$ cat src/rtl/genius_pkg.sv
// Shared types and helpers for the Genius (Simon) round controller.
package genius_pkg;

  typedef enum logic [2:0] {
    S_IDLE     = 3'd0,
    S_ADD      = 3'd1,
    S_SHOW_ON  = 3'd2,
    S_SHOW_OFF = 3'd3,
    S_WAIT_IN  = 3'd4,
    S_CHECK    = 3'd5,
    S_WIN      = 3'd6,
    S_LOSE     = 3'd7
  } state_e;

  localparam logic [7:0] LFSR_RESET = 8'hA5;
  localparam int         COLOURS    = 3;

  function automatic logic [COLOURS-1:0] onehot(input logic [1:0] c);
    return COLOURS'(1) << c;
  endfunction

  // Index of the lowest set button bit; callers ensure exactly one is set.
  function automatic logic [1:0] btn_index(input logic [COLOURS-1:0] b);
    if (b[0])      return 2'd0;
    else if (b[1]) return 2'd1;
    else           return 2'd2;
  endfunction

endpackage

$ cat src/rtl/genius_lfsr.sv
// 8-bit Fibonacci LFSR (taps 7,5,4,3) producing a 3-way colour per step.
module genius_lfsr
  import genius_pkg::*;
(
  input  logic       clock,
  input  logic       reset,
  input  logic       load,
  input  logic       advance,
  input  logic [7:0] seed,
  output logic [7:0] q,
  output logic [1:0] colour
);

  logic [7:0] q_q;

  always_ff @(posedge clock) begin
    if (reset) begin
      q_q <= LFSR_RESET;
    end else if (load) begin
      // An all-zero seed would lock the LFSR up.
      q_q <= (seed == 8'h00) ? LFSR_RESET : seed;
    end else if (advance) begin
      q_q <= {q_q[6:0], q_q[7] ^ q_q[5] ^ q_q[4] ^ q_q[3]};
    end
  end

  assign q      = q_q;
  assign colour = (q_q[1:0] == 2'b11) ? 2'b00 : q_q[1:0];

endmodule

$ cat src/rtl/genius_round_ctrl.sv
// Genius/Simon round sequencer: grows, shows and checks a colour sequence.
// Optional macro TIMEOUT_EN adds a per-press timeout in WAIT_IN.
module genius_round_ctrl
  import genius_pkg::*;
#(
  parameter int MAX_LEVEL      = 15,
  parameter int SHOW_CYCLES    = 25_000_000,
  parameter int GAP_CYCLES     = 12_000_000,
  parameter int TIMEOUT_CYCLES = 250_000_000
) (
  input  logic         clock,
  input  logic         reset,
  input  logic         start,
  input  logic [2:0]   btn,
  input  logic [7:0]   sw,
  output logic [2:0]   led_colour,
  output logic         win,
  output logic         lose,
  output logic [2:0]   State,
  output logic [2:0]   Next_state,
  output logic [3:0]   Current_level,
  output logic [3:0]   Sequence_count,
  output logic [3:0]   Current_number
);

  localparam int MAX_SG = (SHOW_CYCLES > GAP_CYCLES) ? SHOW_CYCLES : GAP_CYCLES;
  localparam int MAXC   = (MAX_SG > TIMEOUT_CYCLES) ? MAX_SG : TIMEOUT_CYCLES;
  localparam int TW     = ($clog2(MAXC) < 1) ? 1 : $clog2(MAXC);
  localparam logic [TW-1:0] SHOW_LOAD = TW'(SHOW_CYCLES - 1);
  localparam logic [TW-1:0] GAP_LOAD  = TW'(GAP_CYCLES - 1);
`ifdef TIMEOUT_EN
  localparam logic [TW-1:0] TO_LOAD   = TW'(TIMEOUT_CYCLES - 1);
`endif

  state_e          state_q, state_d;
  logic [3:0]      level_q, level_d;
  logic [3:0]      seq_q, seq_d;
  logic [TW-1:0]   timer_q, timer_d;
  logic [1:0]      pick_q, pick_d;
  logic            start_q;
  logic [2:0]      btn_q;
  logic [1:0]      mem [16];
  logic            mem_we, lfsr_load, lfsr_adv;
  logic [7:0]      lfsr_state_unused;
  logic [1:0]      lfsr_colour;

  logic            start_rise;
  logic [2:0]      btn_rise;
  logic            btn_single;
  logic            last_idx;
  logic [1:0]      cur_colour;

  assign start_rise = start & ~start_q;
  assign btn_rise   = btn & ~btn_q;
  assign btn_single = (btn_rise != 3'b000) && ((btn_rise & (btn_rise - 3'd1)) == 3'b000);
  assign last_idx   = ((seq_q + 4'd1) == level_q);
  assign cur_colour = mem[seq_q];

  genius_lfsr u_lfsr (
    .clock   (clock),
    .reset   (reset),
    .load    (lfsr_load),
    .advance (lfsr_adv),
    .seed    (sw),
    .q       (lfsr_state_unused),
    .colour  (lfsr_colour)
  );

  always_comb begin
    state_d   = state_q;
    level_d   = level_q;
    seq_d     = seq_q;
    timer_d   = timer_q;
    pick_d    = pick_q;
    mem_we    = 1'b0;
    lfsr_load = 1'b0;
    lfsr_adv  = 1'b0;
    case (state_q)
      S_IDLE, S_WIN, S_LOSE: begin
        if (start_rise) begin
          lfsr_load = 1'b1;
          level_d   = 4'd0;
          state_d   = S_ADD;
        end
      end
      S_ADD: begin
        mem_we   = 1'b1;
        lfsr_adv = 1'b1;
        level_d  = level_q + 4'd1;
        seq_d    = 4'd0;
        timer_d  = SHOW_LOAD;
        state_d  = S_SHOW_ON;
      end
      S_SHOW_ON: begin
        if (timer_q == '0) begin
          timer_d = GAP_LOAD;
          state_d = S_SHOW_OFF;
        end else begin
          timer_d = timer_q - TW'(1);
        end
      end
      S_SHOW_OFF: begin
        if (timer_q != '0) begin
          timer_d = timer_q - TW'(1);
        end else if (last_idx) begin
          seq_d   = 4'd0;
`ifdef TIMEOUT_EN
          timer_d = TO_LOAD;
`endif
          state_d = S_WAIT_IN;
        end else begin
          seq_d   = seq_q + 4'd1;
          timer_d = SHOW_LOAD;
          state_d = S_SHOW_ON;
        end
      end
      S_WAIT_IN: begin
        // A press on the timeout cycle still counts as a press.
        if (btn_rise != 3'b000) begin
          if (btn_single) begin
            pick_d  = btn_index(btn_rise);
            state_d = S_CHECK;
          end else begin
            state_d = S_LOSE;
          end
        end
`ifdef TIMEOUT_EN
        else if (timer_q == '0) begin
          state_d = S_LOSE;
        end else begin
          timer_d = timer_q - TW'(1);
        end
`endif
      end
      S_CHECK: begin
        if (pick_q != cur_colour) begin
          state_d = S_LOSE;
        end else if (last_idx) begin
          state_d = (level_q == 4'(MAX_LEVEL)) ? S_WIN : S_ADD;
        end else begin
          seq_d   = seq_q + 4'd1;
`ifdef TIMEOUT_EN
          timer_d = TO_LOAD;
`endif
          state_d = S_WAIT_IN;
        end
      end
      default: state_d = S_IDLE;
    endcase
  end

  // Edge-detect history keeps tracking through reset so a held start is not a new edge.
  always_ff @(posedge clock) begin
    start_q <= start;
    btn_q   <= btn;
    if (mem_we) begin
      mem[level_q] <= lfsr_colour;
    end
  end

  always_ff @(posedge clock) begin
    if (reset) begin
      state_q <= S_IDLE;
      level_q <= 4'd0;
      seq_q   <= 4'd0;
      timer_q <= '0;
      pick_q  <= 2'd0;
    end else begin
      state_q <= state_d;
      level_q <= level_d;
      seq_q   <= seq_d;
      timer_q <= timer_d;
      pick_q  <= pick_d;
    end
  end

  assign led_colour     = (state_q == S_SHOW_ON) ? onehot(cur_colour) : 3'b000;
  assign win            = (state_q == S_WIN);
  assign lose           = (state_q == S_LOSE);
  assign State          = state_q;
  assign Next_state     = state_d;
  assign Current_level  = level_q;
  assign Sequence_count = seq_q;
  assign Current_number = {2'b00, cur_colour};

endmodule

$ cat config.mk
export PLATFORM = sky130hd
export DESIGN_NAME = genius_round_ctrl
export DESIGN_NICKNAME = d
export VERILOG_FILES = /design/src/rtl/genius_pkg.sv /design/src/rtl/genius_lfsr.sv /design/src/rtl/genius_round_ctrl.sv
export SDC_FILE = /design/constraint.sdc
export NUM_CORES = 1
export LEC_CHECK = 0
export ABC_CLOCK_PERIOD_IN_PS = 6790
export BUFFER_PORTS_ARGS = -buffer_cell sky130_fd_sc_hd__buf_2
export CORE_AREA = 3 3 94 114
export DETAILED_ROUTE_END_ITERATION = 10
export DIE_AREA = 0 0 97 117
export GPL_ROUTABILITY_DRIVEN = 0
export PLACE_DENSITY = 0.67
export RECOVER_POWER = 100
export SKIP_CTS_REPAIR_TIMING = 1
export SLEW_MARGIN = 20
export SYNTH_ARGS = -nofsm -noshare
export SYNTH_HDL_FRONTEND = slang
export SYNTH_HIERARCHICAL = 1
export SYNTH_SLANG_ARGS = --single-unit
$ cat constraint.sdc
create_clock -name clock -period 6.79 [get_ports clock]
set_input_delay 0.3395 -clock clock [delete_from_list [all_inputs] [get_ports clock]]
set_output_delay 0.3395 -clock clock [all_outputs]
set_load 0.1 [all_outputs]
==> results of run 1 <==
-- cells in the mapped netlist, types with 11 or more instances --
cell type / count
a21oi_1: 44
clkbuf_1: 18
dfxtp_1: 57
edfxtp_1: 32
inv_1: 11
mux2i_1: 18
nand2_1: 39
nand3b_1: 11
nor2_1: 86
nor3_1: 21
o21ai_0: 38
-- critical path: stages (launching register included) --
cell and delay, ns:
dfxtp_1 0.70, mux4_2 0.58, mux2i_1 0.33, nand3b_1 0.18, a21oi_1 0.10, nor2_1 0.28, nand3_1 0.16, a31oi_1 0.23
clkbuf_1 0.88
-- cells in the final DEF, fill, tap and decap left out, types with 10 or more instances in the layout --
cell       n
nor2_1    86
dfxtp_1   57
a21oi_1   44
nand2_1   39
o21ai_0   38
edfxtp_1  32
clkbuf_1  26
nor3_1    21
mux2i_1   18
buf_2     12
inv_1     11
nand3b_1  11
nand3_1   10
xnor2_1   10
nand2b_1  10
-- stage by stage --
step | hold slack (ns) | power [mW]
after floorplan | 0.367 | 1.81
after global placement | 0.446 | 2.00
after detailed placement | 0.453 | 2.02
after CTS | 0.105 | 2.54
after global routing | 0.107 | 2.69
final | 0.110 | 2.52
-- logic make-up (layout without fill, tap and decap cells) --
| logic type | after synthesis | in the layout |
|---|---|---|
| adders and majority gates | 9 | 9 |
| other | 1 | 2 |
| AOI/OAI and AO/OA | 133 | 133 |
| xor gates and xnor gates | 14 | 14 |
| muxes | 23 | 23 |
| and+or+nand+nor | 224 | 224 |
| DFF | 89 | 89 |
| buffers and inverters | 43 | 64 |
-- power by group through the flow --
stage / registers (mW) / logic [mW] / clock network (mW)
6_report: 0.764 / 1.24 / 0.519
5_1_grt: 0.779 / 1.36 / 0.549
4_1_cts: 0.761 / 1.25 / 0.528
3_5_place_dp: 0.772 / 1.24 / 0
3_3_place_gp: 0.766 / 1.23 / 0
2_1_floorplan: 0.797 / 1.01 / 0
-- layer usage --
metal	vias to the layer above	routed length, um	part of all wire [%]	global-route usage, %
met2	105	5820	50	37.0
met5	-	0	0	0
li1	1984	-	-	-
met1	1914	5060	43	25.9
met3	21	504	4.3	3.38
met4	0	274	2.4	10.4
-- final cells by class --
| cell class | instances | area (um^2) |
|---|---|---|
| clock buffer | 12 | 236 |
| clock inverter | 4 | 70.1 |
| fill | 871 | 4380 |
| inverter | 11 | 41.3 |
| multi-input combinational | 405 | 2470 |
| sequential | 89 | 2100 |
| tap | 123 | 154 |
| timing repair buffer | 37 | 161 |
-- path summary, 6_finish.rpt --
| kind | from | to | slack (ns) | depth (start not counted) |
|---|---|---|---|---|
| max | flip-flop | Next_state[2] | 2.66 | 8 |
| min | btn[2] | btn_q[2] | 0.11 | 1 |
| max reg2reg | timer_q[0] | timer_q[21] | 2.87 | 11 |
| min reg2reg | timer_q[9] | timer_q[9] | 0.46 | 2 |
-- sequential cells by signal, summed over array words and instances (netlist names), named ones only --
signal	count
State	3
u_lfsr/q	8
timer_q	28
pick_q	2
Sequence_count	4
mem	32
Current_level	4
start_q	1
btn_q	3
==> flow_summary.yaml, run 1 <==
status:
  status: "complete, no violations"
yosys:
  syn_inst: 536
  ys_seq_area_share_pct: 43.8
  yosysTopAreaCell: "dfxtp_1"
  synth_compound_area_share_pct: 16.9
  ys_warn_count: 6
  synth_fa_ha_area_share_pct: 2.30
  postSynth.asyncResetShare_pct: 0
  ys_top_cells_by_area: "dfxtp_1, edfxtp_1, nor2_1, a21oi_1, o21ai_0"
  synth-seq-cells: 89
  synth_cell_type_count: 63
  syn_area_um2: 4790
  synth-simple-area-share_pct: 23.8
  avgSynthCellArea_um2: 8.95
  synth_top_family_by_area: "simple AND/OR/NAND/NOR gates"
  synth_edf_count: 32
  synth_top_area_share_pct: 23.8
  synth-xor-area-share_pct: 2.56
  yosys_most_used_dff: "dfxtp_1"
  synthMuxAreaShare_pct: 5.87
routing:
  drt-pass1-iter-count: 5
  drc: 0
  wire_per_inst_um: 17.1
  ant_nets: 0
  drtIter0Drc: 369
  routed_wl_mm: 11.7
  avgViaCountPerCell: 5.91
  via_count: 4024
grt:
  grt_max_degree: 51
  grt_pass1_vias: 3924
  grt_overflow_total: 0
  grt_pass1_wl_mm: 19.2
  antenna_found_initial: 0
  grtUsageTotal_pct: 21.2
placed_design:
  io_buffer_count: 34
  place_ws_ns: 3.36
  place_inst: 665
  placed_area_um2: 4970
  dp_hpwl_mm: 8.02
cells_and_area:
  antenna_cells: 0
  layout.cells.non_filler: 681
  nNetsFinal: 575
  area_growth_pct: 9.11
  final_area_um2: 5230
  drive_gt1_share_pct: 7.17
  fin_util_pct: 54.4
sta:
  setup_tns_ns: 0
  finalClockSkew_ns: 0.00479
  max_clock_freq_mhz: 242
  slew_headroom_pct: 12.5
  hold_violations: 0
  rsz0062_at_grt: "no"
  setup_violations: 0
  worstMarginPinSlew_ns: 1.31
  min_period_ns: 4.13
  worst_slack_ns: 2.66
  final-max-slew-violation-count: 0
  finalCritPeriodShare_pct: 60.8
clock_network:
  htreeDepth: 3
  path_clk_slew_ns: 0.06
  cts.sinks: 89
  cts_tree: "built"
  root_buffer: "clkbuf_16"
  cts_buffers: 9
  clk_path_buf_depth: 2
  insertion_delay_ns: 0.34
pwr:
  seqPwrFrac_pct: 30.2
  switching_power_mw: 1.21
  switching_share_pct: 47.9
  cellPowerDensity_nw_per_um2: 483
  peakVddDrop_mv: 0.312
  p_clk_share_pct: 20.5
  p_int_mw: 1.31
  combPwrFrac_pct: 49.2
  leakage_nw: 1.80
floorplanning:
  die_w_um: 97
  io_pins: 37
  die-area_um2: 11300
  initial_core_util_pct: 49.9
  rows: 39
  fp.dieH_um: 117
  core_area_um2: 9610
critical_path:
  start_kind: "flip-flop"
  crit_path_max_fanout: 12
  worst_ep_required_time_ns: 6.45
  cp-end-kind: "output port"
  worstPathArrival_ns: 3.79
  critPathKind: "flip-flop to output port"
hold_path:
  hold_path.class: "input pin to flip-flop"
flow_run:
  maxCapViolCount: 0
No activity file was read; power rests on OpenSTA's default activity.
==> run 2, diff against run 1 <==
- ABC_AREA: unset -> 1
- ABC_CLOCK_PERIOD_IN_PS: 6790 -> 3700
- CORE_AREA: 3 3 94 114 -> 3 3 97 117
- DIE_AREA: 0 0 97 117 -> 0 0 100 120
- PLACE_DENSITY: 0.67 -> 0.69
- clock period: 6.79 -> 3.7 ns (I/O delays scaled with it)
==> run 2 against run 1 <==
Effect of this change: flip-flop and latch count unchanged; final cell count is 24% higher; combinational power up 91%; final area rose by 6.7%; first-iteration DRC count fell by 28%; clock power rose by 89%; clock skew increased by 0.0038 ns; synthesized cell count increased by 27%; non-clock buffer count rose by 2; critical path depth up 1; worst setup slack worse by 2.1 ns; critical path type unchanged; largest power group unchanged.
==> flow_summary.yaml, run 2 <==
critical_path:
  worst_ep_required_time_ns: 3.51
  slowest_stage: "clkbuf_1"
  critPathMostFrequentCell: "nand2_1"
  worstPathArrival_ns: 2.93
  slowest_delay_ns: 0.88
  start_kind: "flip-flop"
  crit_path_max_fanout: 17
  cp-end-kind: "output port"
  critPathKind: "flip-flop to output port"
  cp_cell_sequence: "inv_1 > nand2_1 > nand2_1 > nand2_1 > nand3_1 > nand3_1 > nand2_1 > nor3_2 > clkbuf_1"
yosys:
  synth-simple-area-share_pct: 34.2
  yosysTopAreaCell: "dfxtp_1"
  synthTopCellsByCount: "nand2_1, inv_1, nor2_1"
  ys_warn_count: 6
  synth_top_area_share_pct: 22.4
  synth_top_family_by_area: "simple AND/OR/NAND/NOR gates"
  synth_fa_ha_area_share_pct: 1.97
  ys_top_cells_by_area: "dfxtp_1, edfxtp_1, nand2_1, inv_1, nor2_1"
  syn_area_um2: 5090
  synthMuxAreaShare_pct: 0
  ys_seq_area_share_pct: 41.3
  avgSynthCellArea_um2: 7.49
  synth-seq-cells: 89
  synth-xor-area-share_pct: 3.10
  yosys_most_used_dff: "dfxtp_1"
  synth_edf_count: 32
  syn_inst: 679
  synth_cell_type_count: 44
  yosysMostFrequentCell: "nand2_1"
  postSynth.asyncResetShare_pct: 0
  synth_compound_area_share_pct: 10.5
routing:
  dr_wl_met3_um: 610
  avgViaCountPerCell: 5.31
  wl_met2_mm: 6.23
  via_count: 4495
  routed.top_layer: "met4"
  wire_per_inst_um: 14.3
  drtIter0Drc: 264
  drc: 0
  drt-pass1-iter-count: 5
  routed_wl_mm: 12.1
  wl_met1_mm: 5.01
  ant_nets: 0
placed_design:
  placed_area_um2: 5310
  dp_hpwl_mm: 9.05
  io_buffer_count: 34
status:
  status: "complete, no violations"
cells_and_area:
  top_register: "mem"
  final_cell_mix: "nand2_1, inv_1, nor2_1"
  nNetsFinal: 735
  final_area_um2: 5580
  layout.cells.most_common: "nand2_1"
  largest_reg_flops: 32
  antenna_cells: 0
  drive_gt1_share_pct: 9.75
  fillerInstances: 1002
  area_growth_pct: 9.66
sta:
  fin_hold_ws_ns: 0.0925
  setup_tns_ns: 0
  hold_violations: 0
  finalCritPeriodShare_pct: 84.1
  rsz0062_at_grt: "no"
  slew_headroom_pct: 21.2
  final-max-slew-violation-count: 0
  min_period_ns: 3.11
  finalClockSkew_ns: 0.00860
  setup_violations: 0
  max_clock_freq_mhz: 321
  worstMarginPinSlew_ns: 1.19
clock_network:
  htreeDepth: 3
  cts_buffers: 9
  root_buffer: "clkbuf_16"
  cts_tree: "built"
  path_clk_slew_ns: 0.07
  insertion_delay_ns: 0.34
  clk_path_buf_depth: 2
  cts.sinks: 89
floorplanning:
  die-area_um2: 12000
  io_pins: 37
  die_w_um: 100
  initial_core_util_pct: 48.9
  core_area_um2: 10400
  fp.dieH_um: 120
  rows: 41
pwr:
  leakage_nw: 2.37
  cellPowerDensity_nw_per_um2: 864
  peakVddDrop_mv: 0.368
flow_run:
  maxCapViolCount: 0
grt:
  grt_pass1_vias: 4275
  grt_pass1_wl_mm: 20.5
  grt_max_degree: 25
  grtUsageTotal_pct: 21.3
  grt_overflow_total: 0
  antenna_found_initial: 0
hold_path:
  hold_path.class: "input pin to flip-flop"
## run 2: cell types whose count changed in the layout (fill, tap and decap cells not counted), moves of 8 or more
cell      change
inv_1        +66
mux2i_1      -18
nand2_1     +139
nand2b_1     -10
nand3_1      +37
nor2_1        -9
nor2_2       +10
xor2_1        +8
## run 2: per-layer routing
layer  vias to the layer above  GRT usage (%)
met5                         -              0
met4                         0           7.25
met3                        26           4.48
met2                       134           37.4
met1                      2063           25.6
li1                       2272              -
## run 2: cells by family after synthesis
kind of cell,after synthesis
AND/OR/NAND/NOR,368
buffers and inverters,99
AO/OA/AOI/OAI,96
flip-flops,89
XOR/XNOR,18
adder cells (fa/ha/maj),8
other,1
## run 2: final cells by class
type / instances / area [um^2] / share of cell area [%]
Multi-Input combinational cell: 492 / 2480 / 44.5
Sequential cell: 89 / 2100 / 37.7
Inverter: 82 / 317 / 5.67
Clock buffer: 9 / 225 / 4.04
Timing Repair Buffer: 39 / 189 / 3.39
Tap cell: 129 / 161 / 2.89
Clock inverter: 7 / 103 / 1.84
## run 2: where the power goes
part | leakage (nW) | switching (mW) | total, mW | internal, mW
combinational | 1.45 | 1.74 | 2.37 | 0.626
clock | 0.156 | 0.386 | 0.983 | 0.597
sequential | 0.759 | 0.225 | 1.47 | 1.24
## run 2: stage by stage
step | util, % | power [mW] | instances | worst slack [ns]
2_1_floorplan | - | 3.57 | 680 | 0.390
3_3_place_gp | 50.9 | 3.92 | 827 | 1.22
3_5_place_dp | 50.9 | 3.96 | 827 | 1.23
4_1_cts | 54.1 | 4.96 | 843 | 0.824
5_1_grt | 53.6 | 5.19 | 847 | 0.292
6_report | 53.6 | 4.82 | 847 | 0.589
## run 2: worst paths after layout
check / startpoint / endpoint / slack [ns] / cells after the start
max: flip-flop / led_colour[1] / 0.59 / 9
max reg2reg: timer_q[0] / timer_q[15] / 0.60 / 12
min reg2reg: u_lfsr/q[2] / u_lfsr/q[2] / 0.48 / 2
min: sw[7] / u_lfsr/q[7] / 0.09 / 3
## run 2: critical path: cells and delay by family, from the launching register on
kind | cells | cell delay [ns]
buf+inv | 2 | 1.22
simple gates | 7 | 0.74
flops | 1 | 0.62
